==> src/rtl/seg_dynamic_drv.sv <==
// rtl/seg_dynamic_drv.sv - 6-digit multiplexed 7-segment driver with double-dabble BCD conversion
// Optional feature macro: SEG_LZ_BLANK_EN (leading-zero blanking and minus-sign placement).
module seg_dynamic_drv #(
  parameter logic [15:0] CNT_MAX = 16'd49_999,
  parameter logic [19:0] NUM_MAX = 20'd999_999
) (
  input  logic        sys_clk,
  input  logic        sys_rst,
  input  logic [19:0] data,
  input  logic [5:0]  point,
  input  logic        sign,
  input  logic        seg_en,
  output logic [5:0]  sel,
  output logic [7:0]  seg
);

  typedef enum logic [1:0] {
    IDLE  = 2'd0,
    SHIFT = 2'd1,
    DONE  = 2'd2
  } state_t;

  state_t      state;
  state_t      state_nxt;
  logic        load;
  logic        shift_en;
  logic        commit;
  logic [4:0]  cnt_shift;
  logic [19:0] bin_sr;
  logic [23:0] bcd_acc;
  logic [23:0] bcd_adj;
  logic [5:0]  point_cap;
  logic [7:0]  disp_buf [6];
  logic [7:0]  disp_nxt [6];
  logic [15:0] cnt_dwell;
  logic [2:0]  scan_idx;

  // Active-low 7-segment code for one BCD digit, {dp,g,f,e,d,c,b,a}
  function automatic logic [7:0] seg_decode(input logic [3:0] d);
    case (d)
      4'd0:    seg_decode = 8'hC0;
      4'd1:    seg_decode = 8'hF9;
      4'd2:    seg_decode = 8'hA4;
      4'd3:    seg_decode = 8'hB0;
      4'd4:    seg_decode = 8'h99;
      4'd5:    seg_decode = 8'h92;
      4'd6:    seg_decode = 8'h82;
      4'd7:    seg_decode = 8'hF8;
      4'd8:    seg_decode = 8'h80;
      4'd9:    seg_decode = 8'h90;
      default: seg_decode = 8'hFF;
    endcase
  endfunction

  // Conversion state register
  always_ff @(posedge sys_clk) begin
    if (sys_rst) state <= IDLE;
    else         state <= state_nxt;
  end

  // Next state: one capture cycle, 20 shift cycles, one commit cycle
  always_comb begin
    state_nxt = state;
    case (state)
      IDLE:    state_nxt = SHIFT;
      SHIFT:   if (cnt_shift == 5'd19) state_nxt = DONE;
      DONE:    state_nxt = IDLE;
      default: state_nxt = IDLE;
    endcase
  end

  // Per-state datapath controls
  always_comb begin
    load     = 1'b0;
    shift_en = 1'b0;
    commit   = 1'b0;
    case (state)
      IDLE:    load     = 1'b1;
      SHIFT:   shift_en = 1'b1;
      DONE:    commit   = 1'b1;
      default: load     = 1'b0;
    endcase
  end

  // Add 3 to every nibble of 5 or more ahead of the shift
  always_comb begin
    bcd_adj = bcd_acc;
    for (int i = 0; i < 6; i++) begin
      if (bcd_acc[4*i +: 4] >= 4'd5) bcd_adj[4*i +: 4] = bcd_acc[4*i +: 4] + 4'd3;
    end
  end

  // Capture saturated input, then shift the binary MSB into the BCD accumulator
  always_ff @(posedge sys_clk) begin
    if (sys_rst) begin
      cnt_shift <= '0;
      bin_sr    <= '0;
      bcd_acc   <= '0;
      point_cap <= '0;
    end else if (load) begin
      cnt_shift <= '0;
      bin_sr    <= (data > NUM_MAX) ? NUM_MAX : data;
      bcd_acc   <= '0;
      point_cap <= point;
    end else if (shift_en) begin
      cnt_shift <= cnt_shift + 5'd1;
      bin_sr    <= {bin_sr[18:0], 1'b0};
      bcd_acc   <= {bcd_adj[22:0], bin_sr[19]};
    end
  end

`ifdef SEG_LZ_BLANK_EN
  logic       sign_cap;
  logic [5:0] sig;
  logic [5:0] minus_pos;

  // Sign is sampled together with the value so a frame is always self-consistent
  always_ff @(posedge sys_clk) begin
    if (sys_rst)   sign_cap <= 1'b0;
    else if (load) sign_cap <= sign;
  end

  // Significance spans downward from the highest nonzero or pointed digit; minus sits just above it
  always_comb begin
    sig = '0;
    sig[5] = (bcd_acc[23:20] != 4'd0) | point_cap[5];
    for (int i = 4; i >= 1; i--) begin
      sig[i] = (bcd_acc[4*i +: 4] != 4'd0) | point_cap[i] | sig[i+1];
    end
    sig[0] = 1'b1;
    minus_pos = ~sig & {sig[4:0], 1'b0};
    for (int i = 0; i < 6; i++) begin
      if (sig[i])                         disp_nxt[i] = seg_decode(bcd_acc[4*i +: 4]);
      else if (sign_cap && minus_pos[i])  disp_nxt[i] = 8'hBF;
      else                                disp_nxt[i] = 8'hFF;
      if (point_cap[i]) disp_nxt[i][7] = 1'b0;
    end
  end
`else
  logic sign_unused;
  assign sign_unused = sign;

  // Every digit shown, leading zeros included
  always_comb begin
    for (int i = 0; i < 6; i++) begin
      disp_nxt[i] = seg_decode(bcd_acc[4*i +: 4]);
      if (point_cap[i]) disp_nxt[i][7] = 1'b0;
    end
  end
`endif

  // Display buffer: blank from reset, replaced as a whole on each commit
  always_ff @(posedge sys_clk) begin
    if (sys_rst) begin
      for (int i = 0; i < 6; i++) disp_buf[i] <= 8'hFF;
    end else if (commit) begin
      for (int i = 0; i < 6; i++) disp_buf[i] <= disp_nxt[i];
    end
  end

  // Dwell counter and scan index keep running regardless of seg_en
  always_ff @(posedge sys_clk) begin
    if (sys_rst) begin
      cnt_dwell <= '0;
      scan_idx  <= '0;
    end else if (cnt_dwell == CNT_MAX) begin
      cnt_dwell <= '0;
      scan_idx  <= (scan_idx == 3'd5) ? 3'd0 : scan_idx + 3'd1;
    end else begin
      cnt_dwell <= cnt_dwell + 16'd1;
    end
  end

  // Registered digit select and segment code, taken from the same index
  always_ff @(posedge sys_clk) begin
    if (sys_rst) begin
      sel <= '0;
      seg <= 8'hFF;
    end else if (seg_en) begin
      sel <= 6'b000001 << scan_idx;
      seg <= disp_buf[scan_idx];
    end else begin
      sel <= '0;
      seg <= 8'hFF;
    end
  end

endmodule

==> config.mk <==
export PLATFORM = sky130hd
export DESIGN_NAME = seg_dynamic_drv
export DESIGN_NICKNAME = d
export VERILOG_FILES = /design/src/rtl/seg_dynamic_drv.sv
export SDC_FILE = /design/constraint.sdc
export NUM_CORES = 1
export LEC_CHECK = 0
export BUFFER_PORTS_ARGS = -buffer_cell sky130_fd_sc_hd__buf_2
export CAP_MARGIN = 0
export CORE_MARGIN = 2
export CORE_UTILIZATION = 55
export DETAILED_ROUTE_END_ITERATION = 8
export PLACE_DENSITY = 0.73
export SYNTH_ARGS = -nofsm -noshare
export SYNTH_HDL_FRONTEND = slang
export SYNTH_SLANG_ARGS = --single-unit
==> constraint.sdc <==
create_clock -name sys_clk -period 11.8 [get_ports sys_clk]
set_clock_uncertainty 0.05 [all_clocks]
set_input_delay 1.77 -clock sys_clk [delete_from_list [all_inputs] [get_ports sys_clk]]
set_output_delay 1.77 -clock sys_clk [all_outputs]
set_load 0.1 [all_outputs]
After elaboration in Yosys (flattened, before gate mapping)
Memory sizes are Yosys's and may differ from the RTL's. A register that Yosys moved wholly into a read port is not among the register bits.
Index checks and enable logic that the tools add are counted.
{"block": "totals", "ff_bits": 82, "out_inout_bits": 14, "input_bits": 30, "elab_cells": 94, "ramBits": 48, "mem_bits_ro": 672, "memories": 7}
{"name": "(name not given)", "depth": 16, "word_bits": 7, "read_ports": 1, "rd_clocked_by_memory_dff": 1, "wr": 0, "line_no": "40", "source": "case (d)"}
{"name": "(name not given)", "depth": 16, "word_bits": 7, "read_ports": 1, "rd_clocked_by_memory_dff": 1, "wr": 0, "line_no": "40"}
{"name": "(name not given)", "depth": 16, "word_bits": 7, "read_ports": 1, "rd_clocked_by_memory_dff": 1, "wr": 0, "line_no": "40"}
{"name": "(name not given)", "depth": 16, "word_bits": 7, "read_ports": 1, "rd_clocked_by_memory_dff": 1, "wr": 0, "line_no": "40"}
{"name": "(name not given)", "depth": 16, "word_bits": 7, "read_ports": 1, "rd_clocked_by_memory_dff": 1, "wr": 0, "line_no": "40"}
{"name": "(name not given)", "depth": 16, "word_bits": 7, "read_ports": 1, "rd_clocked_by_memory_dff": 1, "wr": 0, "line_no": "40"}
{"name": "+1 memories"}
{"block": "classes", "reduce_logical": 5, "n_mux": 44, "n_bitwise": 7, "n_addsub": 9, "n_shift": 1, "eq_ne": 6, "order_cmp": 7}
{"operator": "$mux 4", "n": 17}
{"operator": "$mux 20", "n": 3}
{"operator": "$mux 8", "n": 6}
{"operator": "$ge 4x3->1 const B", "n": 6}
{"operator": "$add 4x2->4 const B", "n": 5}
{"operator": "$gt 20x20->1 const B", "n": 1}
{"operator": "$add 16x1->16 const B", "n": 1}
{"operator": "$eq 16x16->1 const B", "n": 1}
{"operator": "$mux 1", "n": 14}
{"operator": "$mux 3", "n": 2}
{"operator": "$or 1x1->1", "n": 6}
{"operator": "$reduce_or 2->1", "n": 3}
{"operator": "$shl 1x3->6 const A", "n": 1}
{"operator": "$add 5x1->5 const B", "n": 1}
{"operator": "$eq 5x5->1 const B", "n": 1}
{"operator": "$pmux 2 s2", "n": 1}
{"operator": "$add 3x1->3 const B", "n": 1}
{"operator": "$add 3x2->3 const B", "n": 1}
{"operator": "$eq 3x3->1 const B", "n": 1}
{"operator": "$eq 2x1->1 const B", "n": 1}
{"operator": "$eq 2x2->1 const B", "n": 1}
{"operator": "$logic_not 2->1", "n": 1}
{"operator": "$mux 2", "n": 1}
{"operator": "$ne 2x2->1 const B", "n": 1}
{"operator": "2 further kinds", "n": 2}

Longest topological paths before layout
{"block": "logic_depth", "depth_word": 6, "depth_mapped": 12, "depth_no_buf": 11}

Least setup slack after synthesis
No wires, ideal clock.
{"block": "synth_path", "kind": "reg-to-reg", "start": "register state[1]", "end": "memory disp_buf[0][0], enable pin", "t_required_ps": 11230, "arrival_ps": 4131, "period_less_slack_ps": 4700, "path_stages_with_launch": 5, "slack_ps": 7100, "setup_ps": 520, "path_cell_list": "dfxtp_1 buf_2 inv_1 buf_2 o21ai_0"}
{"item": "from (decl)", "line_no": "23", "source": "state_t state;"}
{"item": "from (signal assigned)", "line_no": "58", "source": "else state <= state_nxt;"}
{"item": "to (decl)", "line_no": "33", "source": "logic [7:0] disp_buf [6];"}

Worst setup path in the final report
{"block": "layout_path", "start": "input sys_rst", "end": "register, netlist name disp_nxt[43]"}
{"block": "layout_via", "elab_chain_cells": 2}
{"item": "from (decl)", "line_no": "8", "source": "input logic sys_rst,"}
{"item": "$reduce_or 2->1 (no source line)"}
{"item": "$mux 4 (no source line)"}
Every way passes these cells.
A chain may end at the register's enable or synchronous reset.

==> run metrics <==
Starting Density between 50% and 60%; CP Launch Type primary input; final non-filler cell area 0.009482 mm²; DRC 0; Total Nets Final 964; Req. time, crit path around 12000 ps; Layout Area Growth over Synthesis 10.00%; post-synth net total between 900 and 1000; setup TNS 0 ps; dpl cell area between 0.008 and 0.009 mm²; Hold Slack about 410 ps; Tightest Pin Transition 792.3 ps; ratio of final minimum period to clock period a little over a third; Port Buffer Count between 40 and 50; Setup WS pre-CTS a little over 7000 ps; setup bufs post-CTS 0; Max clock buf depth 2; cts repair resizes 0; Max Freq about 240 MHz; # hold bufs at CTS 0; critical path class primary input to register; Synth async-reset ratio 0%; HPWL after DPL approximately 11000 µm; number of global-route vias before repair about 5900; count of final hold-check violations 0; status finished, final reports clean; minimum clock period between 4000 and 5000 ps; worst setup margin about 7600 ps; clock sink count 180; synthesized flop and latch total 180; drt first pass iters 5; Die H approximately 130 µm; Mapped Area ~0.0086 mm²; Seq/Total Area, Yosys between 40% and 50%; syn avg cell area between 9 and 10 µm²; Worst EP arrival 4400 ps; Die ar. 0.01669 mm²; pin count of the biggest net entering global routing 52; total wire length roughly 16000 µm; Die Wd roughly 130 µm; initial antenna violation count 0; 1st-iter DRT viols about 470; global-route wire length before repair 28080 µm; vias per cell 5.618; pwr/cell area approximately 130 mW/mm²; worst hold path class register to register; YS warnings 0; Tot GR Track Use between 20% and 30%; fraction of layout cells with a size suffix above 1 between 10 and 15%; max_slew headroom a little under half; Final GP Congestion around 0.89; PnR Total Power ~1200 µW; final number of setup-violating endpoints 0; clk_lat worst skew 430 ps; Max-cap violations 0; Rows between 40 and 50; top_reg_cell synth dfxtp_1; CTS Buf Count 17; Worst Setup End Kind register; Core Region roughly 0.015 mm²; TritonCTS clock tree yes; grt ovf 0; CP max FO a little over 50; RSZ-0062 raised after global routing false; synth unique cells a little over 80; clk root buf clkbuf_16; Leak around 0.0033 µW; I/O Pins between 40 and 50; Clock transition at path regs around 70 ps; H-tree level count 4; via count between 6000 and 7000; worst vdd ir about 110 µV; number of diodes 0; post-synthesis cell count between 800 and 900; number of synthesized flops with an enable pin 48; Wirelength per Cell 14.79 µm; Final ANT Viol Nets 0; Slew Limit Fails 0
through the flow:
stage / utilization [%] / std cells
2_1_floorplan: - / 867
3_3_place_gp: 58.46 / 1082
3_5_place_dp: 58.46 / 1082
4_1_cts: 62.14 / 1114
5_1_grt: 62.14 / 1114
6_report: 62.14 / 1114
routing by layer:
metal | vias to the layer above | wire [µm] | global-route usage (%) | part of all wire, %
li1 | 3177 | - | - | -
met1 | 2953 | 8079 | 29.21 | 49
met2 | 111 | 7599 | 33.10 | 46
met3 | 18 | 545 | 3.964 | 3.3
met4 | 0 | 251 | 7.928 | 1.5
met5 | - | 0 | 0 | 0
critical path, cell delays in order:
cell and delay (ps):
buf_2 70, buf_4 460, inv_1 490, nand2_2 140, buf_4 490, nor2_1 170
inv_1 140, ha_1 250, nor4_1 280, a211oi_1 70
where the power goes:
| part | switching [µW] | internal (µW) |
|---|---|---|
| combinational | 34.7 | 17.8 |
| clock | 226 | 311 |
| sequential | 4.73 | 641 |
| total | 265 | 970 |
flip-flops by register name, summed over array words and instances (netlist names):
register,cells
cnt_dwell,16
sel,6
point_cap,6
disp_nxt,42
disp_buf,48
bin_sr,20
state,2
scan_idx,3
seg,8
cnt_shift,5
bcd_acc,24
cell usage after synthesis, drive strengths merged, types with 6 or more instances:
cell,instances,area (µm²)
edfxtp,48,1441
a21oi,58,290.3
a222oi,7,70.07
a31oi,6,37.54
nand2,53,201.5
buf,30,193.9
or2,9,56.30
a221oi,6,58.80
xnor2,6,52.55
ha,44,550.5
mux2i,14,140.1
and3,12,75.07
mux4,8,180.2
and2,8,55.06
dfxtp,132,2643
inv,35,131.4
nor3,22,110.1
o21a,7,52.55
o21ai,39,198.9
nor4,14,115.1
clkbuf,17,63.81
nand4,8,50.05
nand3,22,110.1
a211oi,17,137.6
nor2,90,340.3
a22o,7,61.31
nand2b,49,309.1
xor2,12,105.1
cells by family (layout without fill, tap and decap cells):
group	count (synthesis)	in the layout	share of synthesized area [%]
compound gates	199	199	16.21
xor+xnor	18	18	1.829
fa+ha+maj	44	44	6.387
buf+inv	82	118	4.515
flops	180	180	47.38
mux	22	22	3.716
simple gates	322	322	19.96
placed cells by master (no fill, tap or decap), types with 9 or more instances in the layout:
master / count
nor4_1: 11
nand2b_1: 48
o21ai_0: 28
nand3_1: 22
o21ai_1: 9
nor3_1: 21
and3_1: 12
buf_4: 9
dfxtp_1: 132
ha_1: 44
edfxtp_1: 48
mux2i_1: 14
nand2_1: 52
buf_2: 42
inv_1: 35
xor2_1: 12
a21oi_1: 58
nor2_1: 89
clkbuf_16: 17
a211oi_1: 15
or2_2: 9
worst paths after layout:
path / from / end / slack [ps] / depth (start not counted)
setup / recovery: sys_rst / disp_nxt[43] / 7650 / 10
hold reg to reg: point_cap[2] / point_cap[2] / 410 / 2
hold / removal: point_cap[2] / point_cap[2] / 410 / 2
setup reg to reg: state[0] / disp_nxt[40] / 8790 / 11
cell type report:
class	count	area [µm²]
timing repair buffer	51	277.8
clock inverter	7	72.57
clock buffer	25	489.2
inverter	35	131.4
tap	211	264.0
multi-input combinational	605	4163
fill	1251	5777
sequential	180	4084
(Power assumes the default switching activity.)
